File: src/rtl/sar_adc_ctrl.sv
// 8-bit successive-approximation ADC sequencer driving an external DAC/comparator,
// with a small first-word-fall-through FIFO collecting finished conversions.
module sar_adc_ctrl #(
    parameter int unsigned SETTLE_CYCLES = 4,
    parameter int unsigned FIFO_DEPTH    = 4
) (
    input  logic                        main_clk,
    input  logic                        core_reset,
    input  logic                        start_i,
    input  logic                        comp_in,
    output logic [7:0]                  dac_code,
    output logic                        busy,
    output logic                        result_valid,
    input  logic                        result_ready,
    output logic [7:0]                  result_data,
    output logic [$clog2(FIFO_DEPTH):0] fifo_count,
    output logic                        overflow,
    input  logic                        clear_ovf
);
    localparam int unsigned     PtrW       = $clog2(FIFO_DEPTH);
    localparam int unsigned     CntW       = PtrW + 1;
    localparam logic [7:0]      SettleLast = 8'(SETTLE_CYCLES - 1);
    localparam logic [CntW-1:0] CntFull    = CntW'(FIFO_DEPTH);

    typedef enum logic [1:0] {StIdle, StSettle, StDecide, StStore} state_e;

    state_e          state_q, state_d;
    logic [7:0]      approx_q, approx_d;
    logic [7:0]      dac_q, dac_d;
    logic [7:0]      settle_q, settle_d;
    logic [2:0]      idx_q, idx_d;
    logic            push;

    logic [7:0]      mem_q [FIFO_DEPTH];
    logic [PtrW-1:0] wr_q, wr_d, rd_q, rd_d;
    logic [CntW-1:0] cnt_q, cnt_d;
    logic            ovf_q, ovf_d;
    logic            pop, full, wr_en, drop;

    always_comb begin
        state_d  = state_q;
        approx_d = approx_q;
        dac_d    = dac_q;
        settle_d = settle_q;
        idx_d    = idx_q;
        push     = 1'b0;
        unique case (state_q)
            StIdle: begin
                if (start_i) begin
                    state_d  = StSettle;
                    approx_d = 8'h00;
                    idx_d    = 3'd7;
                    dac_d    = 8'h80;
                    settle_d = 8'd0;
                end
            end
            StSettle: begin
                if (settle_q == SettleLast) begin
                    settle_d = 8'd0;
                    state_d  = StDecide;
                end else begin
                    settle_d = settle_q + 8'd1;
                end
            end
            StDecide: begin
                // dac_q is approx plus the trial bit, so keeping the bit means taking dac_q
                approx_d = comp_in ? dac_q : approx_q;
                if (idx_q != 3'd0) begin
                    idx_d   = idx_q - 3'd1;
                    dac_d   = approx_d | (8'h01 << (idx_q - 3'd1));
                    state_d = StSettle;
                end else begin
                    state_d = StStore;
                end
            end
            StStore: begin
                push    = 1'b1;
                dac_d   = 8'h00;
                state_d = StIdle;
            end
            default: state_d = StIdle;
        endcase
    end

    always_comb begin
        pop   = (cnt_q != '0) && result_ready;
        full  = (cnt_q == CntFull);
        wr_en = push && (!full || pop);
        drop  = push && full && !pop;
        wr_d  = wr_en ? wr_q + PtrW'(1) : wr_q;
        rd_d  = pop ? rd_q + PtrW'(1) : rd_q;
        cnt_d = cnt_q;
        if (wr_en && !pop) begin
            cnt_d = cnt_q + CntW'(1);
        end else if (!wr_en && pop) begin
            cnt_d = cnt_q - CntW'(1);
        end
        // a drop in the same cycle as a clear leaves the flag set
        ovf_d = drop ? 1'b1 : (clear_ovf ? 1'b0 : ovf_q);
    end

    always_ff @(posedge main_clk) begin
        if (core_reset) begin
            state_q  <= StIdle;
            approx_q <= 8'h00;
            dac_q    <= 8'h00;
            settle_q <= 8'd0;
            idx_q    <= 3'd0;
            wr_q     <= '0;
            rd_q     <= '0;
            cnt_q    <= '0;
            ovf_q    <= 1'b0;
        end else begin
            state_q  <= state_d;
            approx_q <= approx_d;
            dac_q    <= dac_d;
            settle_q <= settle_d;
            idx_q    <= idx_d;
            wr_q     <= wr_d;
            rd_q     <= rd_d;
            cnt_q    <= cnt_d;
            ovf_q    <= ovf_d;
        end
    end

    always_ff @(posedge main_clk) begin
        if (wr_en) begin
            mem_q[wr_q] <= approx_q;
        end
    end

    assign dac_code     = dac_q;
    assign busy         = (state_q != StIdle);
    assign result_valid = (cnt_q != '0);
    assign result_data  = mem_q[rd_q];
    assign fifo_count   = cnt_q;
    assign overflow     = ovf_q;

endmodule

File: config.mk
export PLATFORM = sky130hd
export DESIGN_NAME = sar_adc_ctrl
export DESIGN_NICKNAME = d
export VERILOG_FILES = /design/src/rtl/sar_adc_ctrl.sv
export SDC_FILE = /design/constraint.sdc
export NUM_CORES = 1
export LEC_CHECK = 0
export ABC_AREA = 0
export CAP_MARGIN = 0
export CELL_PAD_IN_SITES_DETAIL_PLACEMENT = 1
export CELL_PAD_IN_SITES_GLOBAL_PLACEMENT = 1
export CORE_MARGIN = 4
export CORE_UTILIZATION = 43
export CTS_BUF_LIST = sky130_fd_sc_hd__clkbuf_8
export DETAILED_ROUTE_END_ITERATION = 12
export PLACE_DENSITY_LB_ADDON = 0.1
export SLEW_MARGIN = 20
export SYNTH_ARGS = -nofsm -noshare
export SYNTH_HDL_FRONTEND = slang
export SYNTH_SLANG_ARGS = --single-unit
File: constraint.sdc
create_clock -name main_clk -period 2.1 [get_ports main_clk]
set_input_delay 0.63 -clock main_clk [delete_from_list [all_inputs] [get_ports main_clk]]
set_output_delay 0.63 -clock main_clk [all_outputs]
set_load 0.01 [all_outputs]
==> summary.md, run 1 <==
| Metric | Value |
|---|---|
| # diodes | `0` |
| Tcrit/Tclk final | `101%` |
| Register-to-register setup slack | `10 ps` |
| P&R area growth vs syn | `26.5%` |
| Async SR Flop Fraction | `0%` |
| Main combinational cell family by area after synthesis | `simple AND/OR/NAND/NOR gates` |
| Maximum clock rate | `roughly 0.47 GHz` |
| # clock sinks | `71` |
| Most area-hungry cell type in the Yosys netlist | `edfxtp_1` |
| Pleak | `1.43 nW` |
| Post-synth cell types | `50` |
| Worst slack, placed | `-537 ps` |
| Vias in the first global route | `between 2000 and 2500` |
| Die Y | `93.5 µm` |
| Sequential cell area fraction in the yosys report | `between 50% and 60%` |
| Clock transition at the registers of the reported paths | `80 ps` |
| Number of synthesized flops with an enable pin | `32` |
| Status | `finished with violations` |
| Syn nets | `284` |
| Yosys warns | `0` |
| Worst path required time | `between 1000 and 1500 ps` |
| Internal | `approximately 0.0028 W` |
| Num rows | `30` |
| Crit Path Max Fanout | `8` |
| Number of detailed-route iterations in the first pass | `5` |
| Main synth FF type | `dfxtp_1` |
| Die width | `a little over 90 µm` |
| Cells after Synth | `around 260` |
| Final worst slack | `-27.2 ps` |
| Hpwl dp | `approximately 5000 µm` |
| Synth Area in XOR/XNOR | `1.39%` |
| Vias per cell | `about 5.3` |
| DR WL/cell | `approximately 18 µm` |
| Yosys top cell area share | `between 30% and 40%` |
| GR Util All Layers | `about a fifth` |
| Met2 usage | `around a third` |
| H-tree depth | `3` |
| CTS tree | `built` |
| Initial Util | `a little under half` |
| Clock power share | `between 30% and 40%` |
| Comb power frac | `26.4%` |
| Root Driver | `clkbuf_8` |
| Worst min path class | `reg2reg` |
| Top-count cell post-synth | `dfxtp_1` |
| Mean Syn Cell Area | `11.9 µm²` |
| PD cells | `approximately 1000 nW/µm²` |
| Initial antenna violation count | `0` |
| Fin nets | `about 330` |
| Synth Area in Compound Gates | `11.2%` |
| TritonCTS buffer count | `9` |
| GR Util met3 | `4.59%` |
| DRC Markers | `0` |
| Final Max Tran Viols | `0` |
| Die area | `8730 µm²` |
| Sw Pwr | `roughly 0.0011 W` |
| Met1 Track Usage GR | `between 20 and 25%` |
| Largest net degree at the start of global routing | `22` |
| Share of cells above drive strength 1 | `around a quarter` |
| DR iter-0 viols | `between 70 and 80` |
| Rel. slew slack | `64.4%` |
| Setup TNS | `-161 ps` |
| Post-synthesis mux area share | `around 7.3%` |
| FF+latch count, synth | `roughly 70` |
| Sw Ratio | `between 20% and 30%` |
| Antenna-violating nets left | `0` |
| Reg-to-Reg Start | `fifo_count[0]$_SDFFE_PP0P_` |
| Setup violations, final | `8` |
| First-pass GRT wire length | `roughly 12000 µm` |
| Hold Crit Start | `overflow$_SDFFE_PP0P_` |
| Filler cell count in the final layout | `between 700 and 800` |
| Final WL | `approximately 7400 µm` |
| Post-synth top cells | `dfxtp_1, edfxtp_1, nor2_1` |
| Vias | `approximately 2200` |
| Grt ovf | `0` |
| WP data arrival | `1500 ps` |
| Sequential share of power | `about two fifths` |
| CP endpoint kind | `output pin` |
| Worst-case clock buffer depth | `2` |
| Mapped cell area | `3140 µm²` |
| Post-Synth Adder-Cell Area | `roughly 5.8%` |
| Core Region | `6940 µm²` |
| Gr busiest metal | `met2` |
| Hold Buf Count CTS | `0` |
| Slew @ Worst Pin | `roughly 530 ps` |
| RSZ-0062 raised after global routing | `yes` |
| Post-synthesis simple-gate area fraction | `between 10 and 15%` |
| Clock skew | `~8.1 ps` |
| GPL Wtd Cong | `roughly 0.75` |
| Failing checks | `negative setup slack` |
| Min cycle time layout | `roughly 2100 ps` |
| Reported max-cap violation count | `0` |
| IO Count | `28` |
| Startpoint type of the worst setup path | `flip-flop` |
| VDD IR max | `about 0.38 mV` |
| Critical path class | `reg2out` |
| Area contributors post-synth | `edfxtp_1, dfxtp_1, mux4_2, ha_1, nor2_1` |
| Final Hold Fails | `0` |
| I/O Buffers | `27` |
| Clk_lat worst skew | `350 ps` |
==> metrics by stage <==
step | instances | util (%) | hold slack (ps) | cell area (µm²) | total power (W)
floorplan | 264 | - | 475 | 3160 | 0.00210
global placement | 395 | 53.3 | 472 | 3700 | 0.00252
detailed placement | 395 | 53.3 | 485 | 3700 | 0.00256
CTS | 412 | 56.8 | 505 | 3950 | 0.00394
global route | 412 | 57.2 | 540 | 3970 | 0.00412
finish | 412 | 57.2 | 495 | 3970 | 0.00395
==> critical path: stages, from the launching register on <==
cell,delay [ps]
dfxtp_2,350
buf_12,140
mux4_2,510
buf_6,140
==> logic make-up (layout without fill, tap and decap cells) <==
kind of cell    Yosys count  count (layout)
xor+xnor                  5               5
mux                      13              13
flops                    71              71
fa+ha+maj                14              14
simple gates             87              87
buf+inv                  25              77
compound gates           49              49
==> placed cells by master, fill, tap and decap left out, drive strengths merged, types with 5 or more instances in the layout <==
cell | Yosys | routed
a22oi | 9 | 9
edfxtp | 32 | 32
nor2 | 29 | 29
buf | 11 | 30
nand2 | 12 | 12
or3 | 7 | 7
ha | 13 | 13
o21ai | 5 | 5
mux4 | 8 | 8
a21oi | 15 | 15
dfxtp | 39 | 39
clkdlybuf4s50 | 0 | 15
a211oi | 5 | 5
clkbuf | 2 | 9
nor2b | 10 | 10
and2 | 5 | 5
inv | 12 | 13
mux2i | 5 | 5
==> repair_timing <==
item	4_1_cts	5_1_grt
setup buffers	1	0
endpoints found under the setup margin	12	10
gates resized for setup	43	5
pin swaps	4	1
==> per-layer routing <==
layer / vias up / share of wire [%]
li1: 1058 / -
met1: 1099 / 44
met2: 33 / 51
met3: 11 / 2.7
met4: 0 / 2.1
met5: - / 0
==> power by group through the flow <==
stage,sequential (W),clock (W),combinational (W)
after floorplan,0.00161,0,0.000489
after global placement,0.00158,0,0.000932
after detailed placement,0.00159,0,0.000977
after CTS,0.00156,0.00136,0.00102
after global routing,0.00157,0.00143,0.00112
final,0.00156,0.00135,0.00104
==> state kept, by name (all words and copies together), names as in the netlist, named ones only <==
name / flops
rd_q: 2
settle_q: 8
wr_q: 2
approx_q: 8
fifo_count: 3
overflow: 1
dac_code: 8
idx_q: 3
mem_q: 32
state_q: 2
==> area by class of cell <==
cell class / count / area, µm² / share of cell area [%]
sequential: 71 / 1750 / 43.9
multi-input combinational: 168 / 1310 / 33.0
timing repair buffer: 49 / 507 / 12.8
clock buffer: 9 / 124 / 3.12
clock inverter: 7 / 120 / 3.02
tap: 96 / 120 / 3.02
inverter: 12 / 45.0 / 1.13
==> path summary, 6_finish.rpt <==
kind         depth (start not counted)                         end
max                                  3              result_data[0]
min reg2reg                          2       overflow$_SDFFE_PP0P_
min                                  2       overflow$_SDFFE_PP0P_
max reg2reg                          8  fifo_count[2]$_SDFFE_PP0P_
Power figures use the tool's default switching activity.
==> run 2, diff against run 1 <==
--- a/config.mk
+++ b/config.mk
@@ -10,10 +10,11 @@
 export CELL_PAD_IN_SITES_DETAIL_PLACEMENT = 1
 export CELL_PAD_IN_SITES_GLOBAL_PLACEMENT = 1
 export CORE_MARGIN = 4
-export CORE_UTILIZATION = 43
+export CORE_UTILIZATION = 26
 export CTS_BUF_LIST = sky130_fd_sc_hd__clkbuf_8
 export DETAILED_ROUTE_END_ITERATION = 12
 export PLACE_DENSITY_LB_ADDON = 0.1
+export SETUP_SLACK_MARGIN = 0.1
 export SLEW_MARGIN = 20
 export SYNTH_ARGS = -nofsm -noshare
 export SYNTH_HDL_FRONTEND = slang
==> run 2 against run 1 <==
Net effect:
- the flow still finishes with violations (negative setup slack)
- via count is the same
- flip-flop and latch count is the same
- die area grew 59%
- maximum frequency shrank 1.1%
- global-route usage shrank 7.5 points
- critical path type unchanged
- highest routed layer unchanged
==> summary.md, run 2 (synthesis results as in run 1) <==
| Metric | Value |
|---|---|
| CP Depth | `3` |
| Clk_lat worst skew | `roughly 350 ps` |
| Hold EP | `idx_q[0]$_SDFFE_PP0P_` |
| Sequential share of power | `40.8%` |
| Antenna-violating nets left | `0` |
| Reported max-cap violation count | `0` |
| Rel. slew slack | `about 65%` |
| Hold Crit Start | `idx_q[0]$_SDFFE_PP0P_` |
| Worst slack, placed | `-456 ps` |
| I/O Buffers | `27` |
| Vias per cell | `approximately 4.7` |
| DR WL/cell | `roughly 16 µm` |
| P&R area growth vs syn | `29.8%` |
| Worst r2r dst | `fifo_count[2]$_SDFFE_PP0P_` |
| GPL Wtd Cong | `0.765` |
| Buf+Inv Stages, Crit Path | `2` |
| Vias in the first global route | `2378` |
| Die area | `between 10000 and 15000 µm²` |
| Critical path's top delay family | `multiplexers` |
| Slowest stage cell, crit path | `mux4_2` |
| First-pass GRT wire length | `12800 µm` |
| # clock sinks | `71` |
| Largest net degree at the start of global routing | `17` |
| Tcrit/Tclk final | `102%` |
| Worst path required time | `1470 ps` |
| DR iter-0 viols | `74` |
| Top reg by flops | `mem_q` |
| Final worst slack | `-50.8 ps` |
| # diodes | `0` |
| Register-to-register setup slack | `approximately 100 ps` |
| CP endpoint kind | `output pin` |
| Grt ovf | `0` |
| Min cycle time layout | `between 2000 and 2500 ps` |
| Critical path class | `reg2out` |
| CTS tree | `built` |
| IO Count | `28` |
| Comb power frac | `approximately a quarter` |
| VDD IR max | `~0.24 mV` |
| Setup violations, final | `8` |
| Most common cell after layout, fill and taps aside | `edfxtp_1` |
| Die Y | `approximately 120 µm` |
| Sw Ratio | `between 20% and 30%` |
| Worst-case clock buffer depth | `2` |
| Failing checks | `negative setup slack` |
| Clock transition at the registers of the reported paths | `~90 ps` |
| DRC Markers | `0` |
| Vias | `approximately 2200` |
| R2r worst-path depth | `8` |
| PD cells | `around 940 nW/µm²` |
| Root Driver | `clkbuf_8` |
| RSZ-0062 raised after global routing | `yes` |
| H-tree depth | `3` |
| Fin nets | `340` |
| Die width | `approximately 120 µm` |
| Clock power share | `between 30% and 40%` |
| Hold Buf Count CTS | `0` |
| Leading cell types in the layout, fill and taps excluded | `edfxtp_1, dfxtp_1, nor2_1` |
| Share of cells above drive strength 1 | `28.6%` |
| Number of detailed-route iterations in the first pass | `4` |
| Num rows | `39` |
| Core Region | `between 10000 and 15000 µm²` |
| Startpoint type of the worst setup path | `flip-flop` |
| PnR Total Power | `between 0.003 and 0.004 W` |
| Crit Path Max Fanout | `8` |
| Initial antenna violation count | `0` |
| Internal | `around 0.0027 W` |
| Clock skew | `~12 ps` |
| Post-Route Utilization | `about a third` |
| Final WL | `approximately 7600 µm` |
| Final Max Tran Viols | `0` |
| Max reg flops | `32` |
| TritonCTS buffer count | `9` |
| WP data arrival | `approximately 1500 ps` |
| Initial Util | `27.0%` |
| Sw Pwr | `approximately 0.0011 W` |
| Pleak | `1.47 nW` |
| Hpwl dp | `5440 µm` |
| GR Util All Layers | `a little under an eighth` |
| Hold path depth | `1` |
| Worst path cell trace | `buf_12, mux4_2, buf_6` |
| Maximum clock rate | `0.465 GHz` |
| Max stage delay on crit path | `about 540 ps` |
| Reg-to-Reg Start | `fifo_count[0]$_SDFFE_PP0P_` |
| Status | `finished with violations` |
| Slew @ Worst Pin | `527 ps` |
| Final Hold Fails | `0` |
| Worst min path class | `reg2reg` |
run 2: worst max path at each step:
stage | endpoint | slack [ps] | from
2_1_floorplan | fifo_count[2]$_SDFFE_PP0P_ | 20 | result_ready
3_3_place_gp | fifo_count[2]$_SDFFE_PP0P_ | -390 | result_ready
3_5_place_dp | fifo_count[2]$_SDFFE_PP0P_ | -460 | result_ready
4_1_cts | result_data[3] | -100 | flip-flop
5_1_grt | result_data[3] | -120 | flip-flop
6_report | result_data[3] | -50 | flip-flop
run 2: power groups by stage:
| stage | Clock, W | Combinational [W] | Sequential [W] |
|---|---|---|---|
| 2_1_floorplan | 0 | 0.000489 | 0.00161 |
| 3_3_place_gp | 0 | 0.000975 | 0.00158 |
| 3_5_place_dp | 0 | 0.000983 | 0.00159 |
| 4_1_cts | 0.00131 | 0.000987 | 0.00156 |
| 5_1_grt | 0.00138 | 0.00110 | 0.00157 |
| 6_report | 0.00126 | 0.000996 | 0.00156 |
run 2: layout make-up:
cell class / count / area (µm²)
fill: 1271 / 7540
sequential: 71 / 1750
clock inverter: 7 / 103
clock buffer: 9 / 124
timing repair buffer: 58 / 546
inverter: 12 / 45.0
multi-input combinational: 168 / 1330
tap: 143 / 179
run 2: metal layers:
layer / global-route usage, % / vias to the layer above / share of wire (%)
met1: 15.0 / 1096 / 47
li1: - / 1073 / -
met4: 3.81 / 0 / 0.95
met2: 18.7 / 27 / 50
met3: 2.79 / 5 / 2.5
met5: 0 / - / 0
run 2: what timing repair did:
item,4_1_cts,5_1_grt
setup buffers,2,0
pin swaps,5,1
setup endpoints to repair,16,17
gates resized for setup,48,13
run 2: through the flow:
stage / TNS [ps] / hold WS, ps / cells / cell area, µm²
after floorplan: 0 / 475 / 264 / 3160
after global routing: -730 / 512 / 468 / 4080
after global placement: -3180 / 482 / 450 / 3800
final: -131 / 480 / 468 / 4080
after CTS: -450 / 508 / 468 / 4040
after detailed placement: -5170 / 490 / 450 / 3800
==> run 3, diff against run 2 <==
--- a/config.mk
+++ b/config.mk
@@ -9,7 +9,6 @@
 export CAP_MARGIN = 0
 export CELL_PAD_IN_SITES_DETAIL_PLACEMENT = 1
 export CELL_PAD_IN_SITES_GLOBAL_PLACEMENT = 1
-export CORE_MARGIN = 4
 export CORE_UTILIZATION = 26
 export CTS_BUF_LIST = sky130_fd_sc_hd__clkbuf_8
 export DETAILED_ROUTE_END_ITERATION = 12
==> run 3 against run 2 <==
Net effect:
- the flow finishes with violations (design-rule violations, negative setup slack)
- largest power group unchanged
- via count is 2.2% lower
- routed wire length decreased by 6.6%
- global-route usage rose by 0.71 points
- flip-flop and latch count is the same
==> summary.md, run 3 (synthesis results as in run 1) <==
| Metric | Value |
|---|---|
| Status | `finished with violations` |
| Failing checks | `design-rule violations, negative setup slack` |
| Clk_lat worst skew | `approximately 350 ps` |
| H-tree depth | `3` |
| P&R area growth vs syn | `29.8%` |
| DR iter-0 viols | `62` |
| Die area | `~13000 µm²` |
| Root Driver | `clkbuf_8` |
| Slew @ Worst Pin | `approximately 520 ps` |
| Reported max-cap violation count | `0` |
| Hpwl dp | `about 5000 µm` |
| GR Util All Layers | `12.2%` |
| Design Area, Final | `roughly 4000 µm²` |
| Worst path cell trace | `buf_12, mux4_2, buf_6` |
| Max reg flops | `32` |
| Critical path class | `reg2out` |
| Gr busiest metal | `met2` |
| DR WL/cell | `~15 µm` |
| Fin Hold WS | `490 ps` |
| Clock transition at the registers of the reported paths | `80 ps` |
| Vias per cell | `about 4.6` |
| # diodes | `0` |
| GR Util met3 | `about 3%` |
| Fin nets | `between 300 and 400` |
| Placed insts | `around 450` |
| Placed cell areas | `3810 µm²` |
| Met1 Track Usage GR | `approximately 16%` |
| Final worst slack | `-33.0 ps` |
| GPL Wtd Cong | `between 0.7 and 0.8` |
| Die width | `~110 µm` |
| Min cycle time layout | `2130 ps` |
| Slowest stage cell, crit path | `mux4_2` |
| Vias in the first global route | `about 2200` |
| Antenna-violating nets left | `0` |
| RSZ-0062 raised after global routing | `yes` |
| Initial Util | `between 20 and 30%` |
| TritonCTS buffer count | `9` |
| Clock skew | `approximately 6.6 ps` |
| DRC Markers | `3` |
| Post-Route Utilization | `between 30% and 40%` |
| I/O Buffers | `27` |
| Pleak | `1.47 nW` |
| IO Count | `28` |
| Grt ovf | `0` |
| Fin cells | `between 400 and 500` |
| Largest net degree at the start of global routing | `17` |
| Most common cell after layout, fill and taps aside | `dfxtp_1` |
| Rel. slew slack | `65.0%` |
| # clock sinks | `71` |
| PnR Total Power | `~0.0038 W` |
| Startpoint type of the worst setup path | `flip-flop` |
| PD cells | `926 nW/µm²` |
| Initial antenna violation count | `0` |
| Worst-case clock buffer depth | `2` |
| Final WL | `7080 µm` |
| Worst min path class | `reg2reg` |
| Setup violations, final | `6` |
| Tcrit/Tclk final | `102%` |
| Num rows | `39` |
| Leading cell types in the layout, fill and taps excluded | `dfxtp_1, edfxtp_1, nor2_1` |
| VDD IR max | `approximately 0.26 mV` |
| Die Y | `~110 µm` |
| Number of detailed-route iterations in the first pass | `8` |
| Top reg by flops | `mem_q` |
| Share of cells above drive strength 1 | `a little over a quarter` |
| CTS tree | `built` |
| Worst path required time | `between 1000 and 1500 ps` |
| Final Hold Fails | `0` |
| First-pass GRT wire length | `around 12000 µm` |
| Max stage delay on crit path | `520 ps` |
| Filler cell count in the final layout | `between 1000 and 1500` |
| Maximum clock rate | `about 0.47 GHz` |
| Crit Path Max Fanout | `8` |
| WP data arrival | `~1500 ps` |
| Final Max Tran Viols | `0` |
| Met2 usage | `19.7%` |
| Core Region | `11600 µm²` |
| Vias | `2152` |
| CP endpoint kind | `output pin` |
==> run 3: changes by cell type in the layout (fill, tap and decap cells not counted), moves of 2 or more <==
cell	previous run	this run
buf_4	26	19
dfxtp_2	10	6
buf_12	5	7
clkinv_4	1	3
dfxtp_1	29	33
buf_6	5	7
==> run 3: power by group <==
part	switching [W]	total, W	internal, W
Clock	0.000559	0.00124	0.000683
Combinational	0.000454	0.000975	0.000521
Sequential	0.0000529	0.00156	0.00150
Total	0.00107	0.00377	0.00271
==> run 3: cell type report <==
type	count	area, µm²	share of cell area (%)
clock buffer	9	124	3.04
multi-input combinational	168	1320	32.4
timing repair buffer	54	554	13.6
inverter	12	45.0	1.10
clock inverter	7	104	2.55
sequential	71	1750	42.9
tap	143	179	4.39
==> run 3: path summary, 6_finish.rpt <==
check                        startpoint                    endpoint  slack, ps  depth (start not counted)
max                           flip-flop              result_data[3]        -30                          3
max reg2reg  fifo_count[0]$_SDFFE_PP0P_  fifo_count[2]$_SDFFE_PP0P_        130                          8
min            dac_code[0]$_SDFFE_PP0P_    dac_code[0]$_SDFFE_PP0P_        490                          2
min reg2reg    dac_code[0]$_SDFFE_PP0P_    dac_code[0]$_SDFFE_PP0P_        490                          2
==> run 3: worst max-delay path: cells and delay by family (launching register included) <==
kind	cells	cell delay (ps)
flops	1	350
mux	1	520
buf+inv	2	280
==> run 3: what timing repair did <==
item,in CTS,in global routing
hold buffers,0,0
pin swaps,5,1
hold endpoints to repair,0,0
gates resized for setup,46,12
setup endpoints to repair,15,14
setup buffers,1,0
==> run 3: metal layers <==
layer | part of all wire [%] | up-vias | routed length, µm
met1 | 47 | 1045 | 3290
met2 | 49 | 27 | 3470
met3 | 2.8 | 10 | 195
met4 | 1.8 | 0 | 125
met5 | 0 | - | 0
li1 | - | 1070 | -
==> run 3: stage by stage <==
stage          setup slack, ps  TNS [ps]
3_3_place_gp              -396     -3130
4_1_cts                  -68.8      -346
3_5_place_dp              -479     -5470
6_report                 -33.0     -86.3
5_1_grt                  -93.7      -562
2_1_floorplan             23.0         0
